**config.mk**
```make
export PLATFORM = sky130hd
export DESIGN_NAME = ram_arbiter
export DESIGN_NICKNAME = d
export VERILOG_FILES = /design/src/rtl/mem_pkg.sv /design/src/rtl/rr_select2.sv /design/src/rtl/ram_arbiter.sv
export SDC_FILE = /design/constraint.sdc
export NUM_CORES = 1
export LEC_CHECK = 0
export BUFFER_PORTS_ARGS = -buffer_cell sky130_fd_sc_hd__buf_2
export CORE_ASPECT_RATIO = 0.5
export CORE_MARGIN = 3
export CORE_UTILIZATION = 23
export DETAILED_ROUTE_END_ITERATION = 10
export GPL_TIMING_DRIVEN = 1
export SLEW_MARGIN = 20
export SYNTH_ARGS = -nofsm -noshare
export SYNTH_HDL_FRONTEND = slang
export SYNTH_SLANG_ARGS = --single-unit
```
**constraint.sdc**
```tcl
create_clock -name Clock -period 4.7 [get_ports Clock]
set_clock_uncertainty 0.05 [all_clocks]
set_input_delay 0.235 -clock Clock [delete_from_list [all_inputs] [get_ports Clock]]
set_output_delay 0.235 -clock Clock [all_outputs]
set_load 0.1 [all_outputs]
```
**src/rtl/mem_pkg.sv**
```systemverilog
// Shared definitions for the data-RAM arbiter: FSM encoding, default widths
// and the address-range rule that decides whether an access may touch the RAM.
package mem_pkg;

  localparam int ADDR_WIDTH = 14;
  localparam int DATA_WIDTH = 32;

  typedef enum logic [1:0] {
    ST_IDLE   = 2'd0,
    ST_ACCESS = 2'd1,
    ST_RESP   = 2'd2
  } arb_state_t;

  // Reject anything outside the RAM window or not word-aligned.
  function automatic logic addr_reject(input logic [31:0] addr, input int unsigned aw);
    logic [31:0] high_bits;
    high_bits = addr >> (aw + 2);
    return (high_bits != 32'd0) || (addr[1:0] != 2'b00);
  endfunction

endpackage

```
**src/rtl/rr_select2.sv**
```systemverilog
// Two-way round-robin pick: a lone requester wins, a tie goes to the
// requester that did not win last time.
module rr_select2 (
  input  logic req0,
  input  logic req1,
  input  logic last,
  output logic grant,
  output logic valid
);

  always_comb begin
    valid = req0 | req1;
    if (req0 && req1) begin
      grant = ~last;
    end else begin
      grant = req1;
    end
  end

endmodule

```
**src/rtl/ram_arbiter.sv**
```systemverilog
// Shares the single-port data RAM between the CPU port (M0) and the loader
// port (M1): grant, one RAM cycle, one acknowledge cycle.
module ram_arbiter
  import mem_pkg::*;
#(
  parameter int AddrWidth = ADDR_WIDTH,
  parameter int DataWidth = DATA_WIDTH
) (
  input  logic                 Clock,
  input  logic                 Reset,
  input  logic                 M0_Req,
  input  logic                 M0_Write,
  input  logic [31:0]          M0_Address,
  input  logic [DataWidth-1:0] M0_WriteData,
  output logic                 M0_Ack,
  output logic                 M0_Err,
  output logic [DataWidth-1:0] M0_ReadData,
  input  logic                 M1_Req,
  input  logic                 M1_Write,
  input  logic [31:0]          M1_Address,
  input  logic [DataWidth-1:0] M1_WriteData,
  output logic                 M1_Ack,
  output logic                 M1_Err,
  output logic [DataWidth-1:0] M1_ReadData,
  output logic [AddrWidth-1:0] Ram_Address,
  output logic                 Ram_MemWrite,
  output logic [DataWidth-1:0] Ram_WriteData,
  input  logic [DataWidth-1:0] Ram_ReadData
);

  arb_state_t           state_reg;
  logic                 last_reg;
  logic                 port_reg;
  logic                 write_reg;
  logic                 reject_reg;
  logic [AddrWidth-1:0] ram_addr_reg;
  logic [DataWidth-1:0] ram_wdata_reg;

  logic                 pick;
  logic                 pick_valid;

  logic                 req_write [2];
  logic [31:0]          req_addr  [2];
  logic [DataWidth-1:0] req_wdata [2];

  assign req_write[0] = M0_Write;
  assign req_write[1] = M1_Write;
  assign req_addr[0]  = M0_Address;
  assign req_addr[1]  = M1_Address;
  assign req_wdata[0] = M0_WriteData;
  assign req_wdata[1] = M1_WriteData;

  rr_select2 u_select (
    .req0  (M0_Req),
    .req1  (M1_Req),
    .last  (last_reg),
    .grant (pick),
    .valid (pick_valid)
  );

  // Command latch and RAM-side registers are only loaded at grant, so the
  // RAM sees a stable address/data for the whole ACCESS cycle.
  always_ff @(posedge Clock or posedge Reset) begin
    if (Reset) begin
      state_reg     <= ST_IDLE;
      last_reg      <= 1'b1;
      port_reg      <= 1'b0;
      write_reg     <= 1'b0;
      reject_reg    <= 1'b0;
      ram_addr_reg  <= '0;
      ram_wdata_reg <= '0;
    end else begin
      case (state_reg)
        ST_IDLE: begin
          if (pick_valid) begin
            port_reg      <= pick;
            last_reg      <= pick;
            write_reg     <= req_write[pick];
            reject_reg    <= addr_reject(req_addr[pick], AddrWidth);
            ram_addr_reg  <= req_addr[pick][AddrWidth+1:2];
            ram_wdata_reg <= req_wdata[pick];
            state_reg     <= ST_ACCESS;
          end
        end
        ST_ACCESS: state_reg <= ST_RESP;
        ST_RESP:   state_reg <= ST_IDLE;
        default:   state_reg <= ST_IDLE;
      endcase
    end
  end

  // Decoded from state so an asynchronous reset kills the strobe at once.
  assign Ram_MemWrite  = (state_reg == ST_ACCESS) && write_reg && !reject_reg;
  assign Ram_Address   = ram_addr_reg;
  assign Ram_WriteData = ram_wdata_reg;

  for (genvar gi = 0; gi < 2; gi++) begin : g_port
    logic                 ack_reg;
    logic                 err_reg;
    logic [DataWidth-1:0] rdata_reg;
    logic                 mine;

    assign mine = (state_reg == ST_ACCESS) && (port_reg == 1'(gi));

    always_ff @(posedge Clock or posedge Reset) begin
      if (Reset) begin
        ack_reg   <= 1'b0;
        err_reg   <= 1'b0;
        rdata_reg <= '0;
      end else begin
        ack_reg <= mine;
        err_reg <= mine && reject_reg;
        if (mine && !write_reg) begin
          rdata_reg <= reject_reg ? '0 : Ram_ReadData;
        end
      end
    end
  end

  assign M0_Ack      = g_port[0].ack_reg;
  assign M0_Err      = g_port[0].err_reg;
  assign M0_ReadData = g_port[0].rdata_reg;
  assign M1_Ack      = g_port[1].ack_reg;
  assign M1_Err      = g_port[1].err_reg;
  assign M1_ReadData = g_port[1].rdata_reg;

endmodule

```
==> results of run 1 <==
==> layout make-up <==
cell class	count	share of cell area [%]
timing repair buffer	286	19.6
sequential	120	40.6
clock inverter	15	2.74
tap	300	5.07
clock buffer	17	5.75
inverter	2	0.169
multi-input combinational	330	26.0
==> cells in the final DEF, fill, tap and decap left out, types with 2 or more instances in the layout <==
cell type,synthesis,routed
dlygate4sd3_1,0,2
inv_6,0,2
clkinv_4,0,3
nand2_1,64,64
clkinvlp_4,0,5
buf_2,7,280
nor2_1,51,51
mux2i_1,47,47
dfrtp_1,119,118
bufinv_16,0,4
nor4_1,7,7
a21oi_1,48,48
and2_1,2,2
o21ai_1,15,15
o21ai_2,17,17
o21ai_0,32,32
clkbuf_16,0,17
nand4_1,2,2
clkinv_2,0,2
nand2b_1,32,32
buf_4,10,4
or4_1,2,2
==> cell families (layout without fill, tap and decap cells) <==
| logic type | count (synthesis) | count (layout) | synth area share, % |
|---|---|---|---|
| simple gates | 166 | 166 | 14.9 |
| compound gates | 116 | 116 | 12.8 |
| buf+inv | 35 | 320 | 4.62 |
| flops | 120 | 120 | 58.3 |
| mux | 48 | 48 | 9.35 |
==> metal layers <==
layer / share of wire [%] / track usage (%) / routed length, µm / up-vias
met1: 42 / 14.4 / 6180 / 2060
met3: 3.7 / 3.27 / 551 / 21
met5: 0 / 0 / 0 / -
met2: 53 / 22.2 / 7840 / 98
li1: - / - / - / 2204
met4: 2.1 / 4.60 / 306 / 0
==> critical path, delay by kind of cell <==
| family | cells | cell delay (ns) |
|---|---|---|
| mux | 1 | 0.26 |
| buf+inv | 3 | 1.25 |
| compound gates | 2 | 0.92 |
==> metrics by stage <==
stage	hold slack [ns]	cell area, µm²
6_report	0.0380	7400
5_1_grt	0.0247	7400
4_1_cts	0.00584	7390
3_5_place_dp	0.414	6750
3_3_place_gp	0.404	6740
2_1_floorplan	0.248	5150
==> path summary, 6_finish.rpt <==
path,from,to,depth (start not counted)
min,Ram_ReadData[20],M0_ReadData[20],3
max reg2reg,state_reg[0],Ram_WriteData[24],5
min in group asynchronous,Reset,Ram_WriteData[29],3
max,M0_Req,Ram_Address[6],6
max in group asynchronous,Reset,M0_ReadData[19],4
min reg2reg,M0_ReadData[2],M0_ReadData[2],2
==> flow_summary.yaml, run 1 <==
status:
  status: "complete, no violations"
setup_path:
  cp-start-kind: "input pin"
  cp_cell_sequence: "dlygate4sd3_1 -> buf_2 -> a21boi_4 -> buf_4 -> mux2i_1 -> a21oi_1"
  path_class: "in -> reg"
  crit_slowest_cell: "a21boi_4"
  crit_path_end_kind: "flip-flop"
  arrival_ns: 2.68
  max_stage_delay_ns: 0.83
  rrSetupSlack_ns: 2.37
  required_ns: 4.92
  crit_fanout: 27
clock_tree:
  cts.sinks: 120
  cts-root-buf: "clkbuf_16"
  hold_buffers: 1
  cts.htree.levels: 4
  ctsResizeCount: 0
  clk_pin_slew_ns: 0.06
  clock_path_buffers: 2
  numCtsBuffers: 17
  cts_tree: "built"
  clock_latency_ns: 0.41
  cts_setup_buffers: 0
global_route:
  grt-ovfl-total: 0
  grt_pass1_wl_um: 23800
  grt_max_degree: 80
  grt_pass1_vias: 4436
  antenna_found_initial: 0
  track_usage_pct: 12.4
timing:
  drv_slew: 0
  hold_violations: 0
  fmax_ghz: 0.407
  fin_tns_setup_ns: 0
  finalCritPeriodShare_pct: 52.3
  relSlewSlack_pct: 29.0
  worst_slew_pin_slew_ns: 1.06
  rsz0062_at_grt: "no"
  finalSetupViolCount: 0
  worst_slack_ns: 2.24
  period_needed_ns: 2.46
placement:
  pre_cts_ws_ns: 2.30
  place_hpwl_um: 11000
  place_congestion: 0.834
  port_buffers: 280
  dp_cells: 1036
drt:
  drtIter0Drc: 146
  routedWlPerCell_um: 13.9
  drt-total-wl_um: 14900
  via_count: 4383
  ant_nets: 0
  first_pass_iters: 4
  viasPerCell: 4.10
  drcViolationCount: 0
synthesis:
  async_reset_ff_share_pct: 100
  yosysTopAreaCellShare_pct: 57.8
  synth.top_cells.by_count: "119 x dfrtp_1, 64 x nand2_1, 51 x nor2_1"
  ys_warn_count: 0
  syn-num-nets: 651
  ys_seq_area_share_pct: 58.3
  synth_area_per_cell_um2: 10.6
  mappedNetlistArea_um2: 5150
  yosysTopAreaCell: "dfrtp_1"
  synth_ff_type: "dfrtp_1"
  synth-seq-cells: 120
  synth_edf_count: 0
  postSynthCellCount: 485
  synth_area_leaders: "dfrtp_1 58%, mux2i_1 9.1%, a21oi_1 4.7%"
  synthDistinctLibCells: 30
  synth_most_common_cell: "dfrtp_1"
cells_and_area:
  diodes: 0
  multiInputGateArea_um2: 1930
  nets: 923
  drive_above_1_share_pct: 44.4
  seq_area_um2: 3010
  num-fill-cells: 2264
  finalNonFillerCells: 1070
  area_growth_syn_to_layout_pct: 43.7
  utilization_pct: 33.9
floorplanning:
  core_um2: 21800
  ioPinCount: 281
  die_w_um: 218
  dieArea_um2: 24300
  rows: 38
  start_util_pct: 23.6
  fp.dieH_um: 112
job:
  maxCapViolations: 0
hold_path:
  hp-class: "in -> reg"
Power of run 1 is left out: the tool's default activity adds up to more than one toggle a clock period on the data nets, which glitch-free logic cannot reach.
==> run 2, diff against run 1 <==
Clock period 4.7 ns to 2.1 ns, I/O delays scaled along.
==> run 2 against run 1 <==
Against the previous run:
- count of clock-buffer cells in the layout up 2
- non-clock buffer count up 138
- critical path depth up 2
- setup slack worse by 2.2 ns
- first-iteration DRC count up 40%
- final cell count up 13%
- final area up 19%
- register-to-register slack worse by 2.3 ns
- via count up 13%
- sequential cell count unchanged
- core utilization up 6.6 points
==> flow_summary.yaml, run 2 (synthesized netlist as in run 1, its figures left out) <==
status:
  status: "complete, no violations"
setup_path:
  cp-start-kind: "input pin"
  r2r_cells: 6
  r2r_start: "last_reg"
  arrival_ns: 2.28
  rrSetupSlack_ns: 0.08
  path_class: "in -> reg"
  required_ns: 2.34
  crit_fanout: 16
  r2r-end: "Ram_WriteData[12]"
  crit_path_end_kind: "flip-flop"
  critPathLaunch: "M1_Req"
floorplanning:
  die_w_um: 218
  dieArea_um2: 24300
  fp.dieH_um: 112
  ioPinCount: 281
  start_util_pct: 23.6
  rows: 38
  core_um2: 21800
cells_and_area:
  diodes: 0
  area_growth_syn_to_layout_pct: 71.5
  final_common_cell: "buf_2"
  mostFrequentLayoutCells: "280 x buf_2, 130 x dlygate4sd3_1, 119 x dfrtp_1"
  drive_above_1_share_pct: 38.8
  num-fill-cells: 2078
  utilization_pct: 40.5
  nets: 1061
clock_tree:
  clock_path_buffers: 2
  cts.htree.levels: 4
  cts_tree: "built"
  cts-root-buf: "clkbuf_16"
  numCtsBuffers: 17
  ctsResizeCount: 0
  clk_pin_slew_ns: 0.06
  clock_latency_ns: 0.42
  cts.sinks: 120
job:
  maxCapViolations: 0
drt:
  via_count: 4938
  ant_nets: 0
  drcViolationCount: 0
  viasPerCell: 4.09
  drtIter0Drc: 205
  first_pass_iters: 7
  drt-total-wl_um: 16700
  routedWlPerCell_um: 13.8
timing:
  drv_slew: 0
  period_needed_ns: 2.04
  worst_slew_pin_slew_ns: 0.567
  relSlewSlack_pct: 62.2
  fmax_ghz: 0.491
  hold_violations: 0
  hold_ws_ns: 0.0587
  finalSetupViolCount: 0
  finalCritPeriodShare_pct: 96.9
hold_path:
  hp-class: "in -> reg"
  hold-path-endpoint: "reject_reg"
  hp-start: "M1_Address[25]"
  whs_path_depth: 3
global_route:
  track_usage_pct: 13.9
  antenna_found_initial: 0
  grt_max_degree: 82
  grt-ovfl-total: 0
  grt_pass1_wl_um: 26600
  grt_pass1_vias: 5302
placement:
  place_hpwl_um: 10900
  port_buffers: 280
  place_congestion: 0.844
-- run 2: cell types whose count changed in the layout (fill, tap and decap cells not counted), sizes merged --
cell / change
buf: +9
clkinv: -2
clkbuf: +3
dlygate4sd3: +128
inv: +1
bufinv: -1
-- run 2: worst max-delay path: stages --
cell and delay (ns):
dlygate4sd3_1 0.53, buf_2 0.14, a21boi_4 0.26, buf_4 0.16, buf_12 0.16, mux2i_1 0.22
dlygate4sd3_1 0.59, a21oi_1 0.08
-- run 2: cell type report --
cell class	instances	area [µm²]	share of cell area, %
clock inverter	13	169	1.91
tap	300	375	4.25
inverter	2	11.3	0.128
timing repair buffer	424	2890	32.7
clock buffer	19	453	5.13
multi-input combinational	330	1930	21.9
sequential	120	3000	34.0
-- run 2: how the worst max path moves through the flow --
stage	slack, ns	to
after floorplan	0.14	Ram_MemWrite
after global placement	0.57	M0_ReadData[10]
after detailed placement	0.54	Ram_WriteData[3]
after CTS	0.04	Ram_WriteData[7]
after global routing	-0.03	Ram_WriteData[12]
final	0.06	Ram_WriteData[12]
-- run 2: repair_timing --
item	CTS	global route
endpoints found under the hold margin	232	0
setup buffers	0	4
setup endpoints to repair	0	21
hold buffers	130	0
-- run 2: through the flow --
step	setup TNS, ns	worst slack, ns	instances	area, µm²
after global placement	0	0.567	1041	6850
final	0	0.0649	1208	8830
after CTS	0	0.0373	1203	8770
after global routing	-0.0282	-0.0261	1208	8830
after detailed placement	0	0.542	1041	6850
after floorplan	0	0.143	485	5160
-- run 2: layer usage --
| layer | track usage [%] | share of wire [%] | vias to the layer above |
|---|---|---|---|
| li1 | - | - | 2481 |
| met1 | 15.0 | 39 | 2289 |
| met2 | 24.8 | 53 | 115 |
| met3 | 4.31 | 4.2 | 53 |
| met4 | 6.94 | 4.1 | 0 |
| met5 | 0 | 0 | - |
Power of run 2 is left out for the same reason.
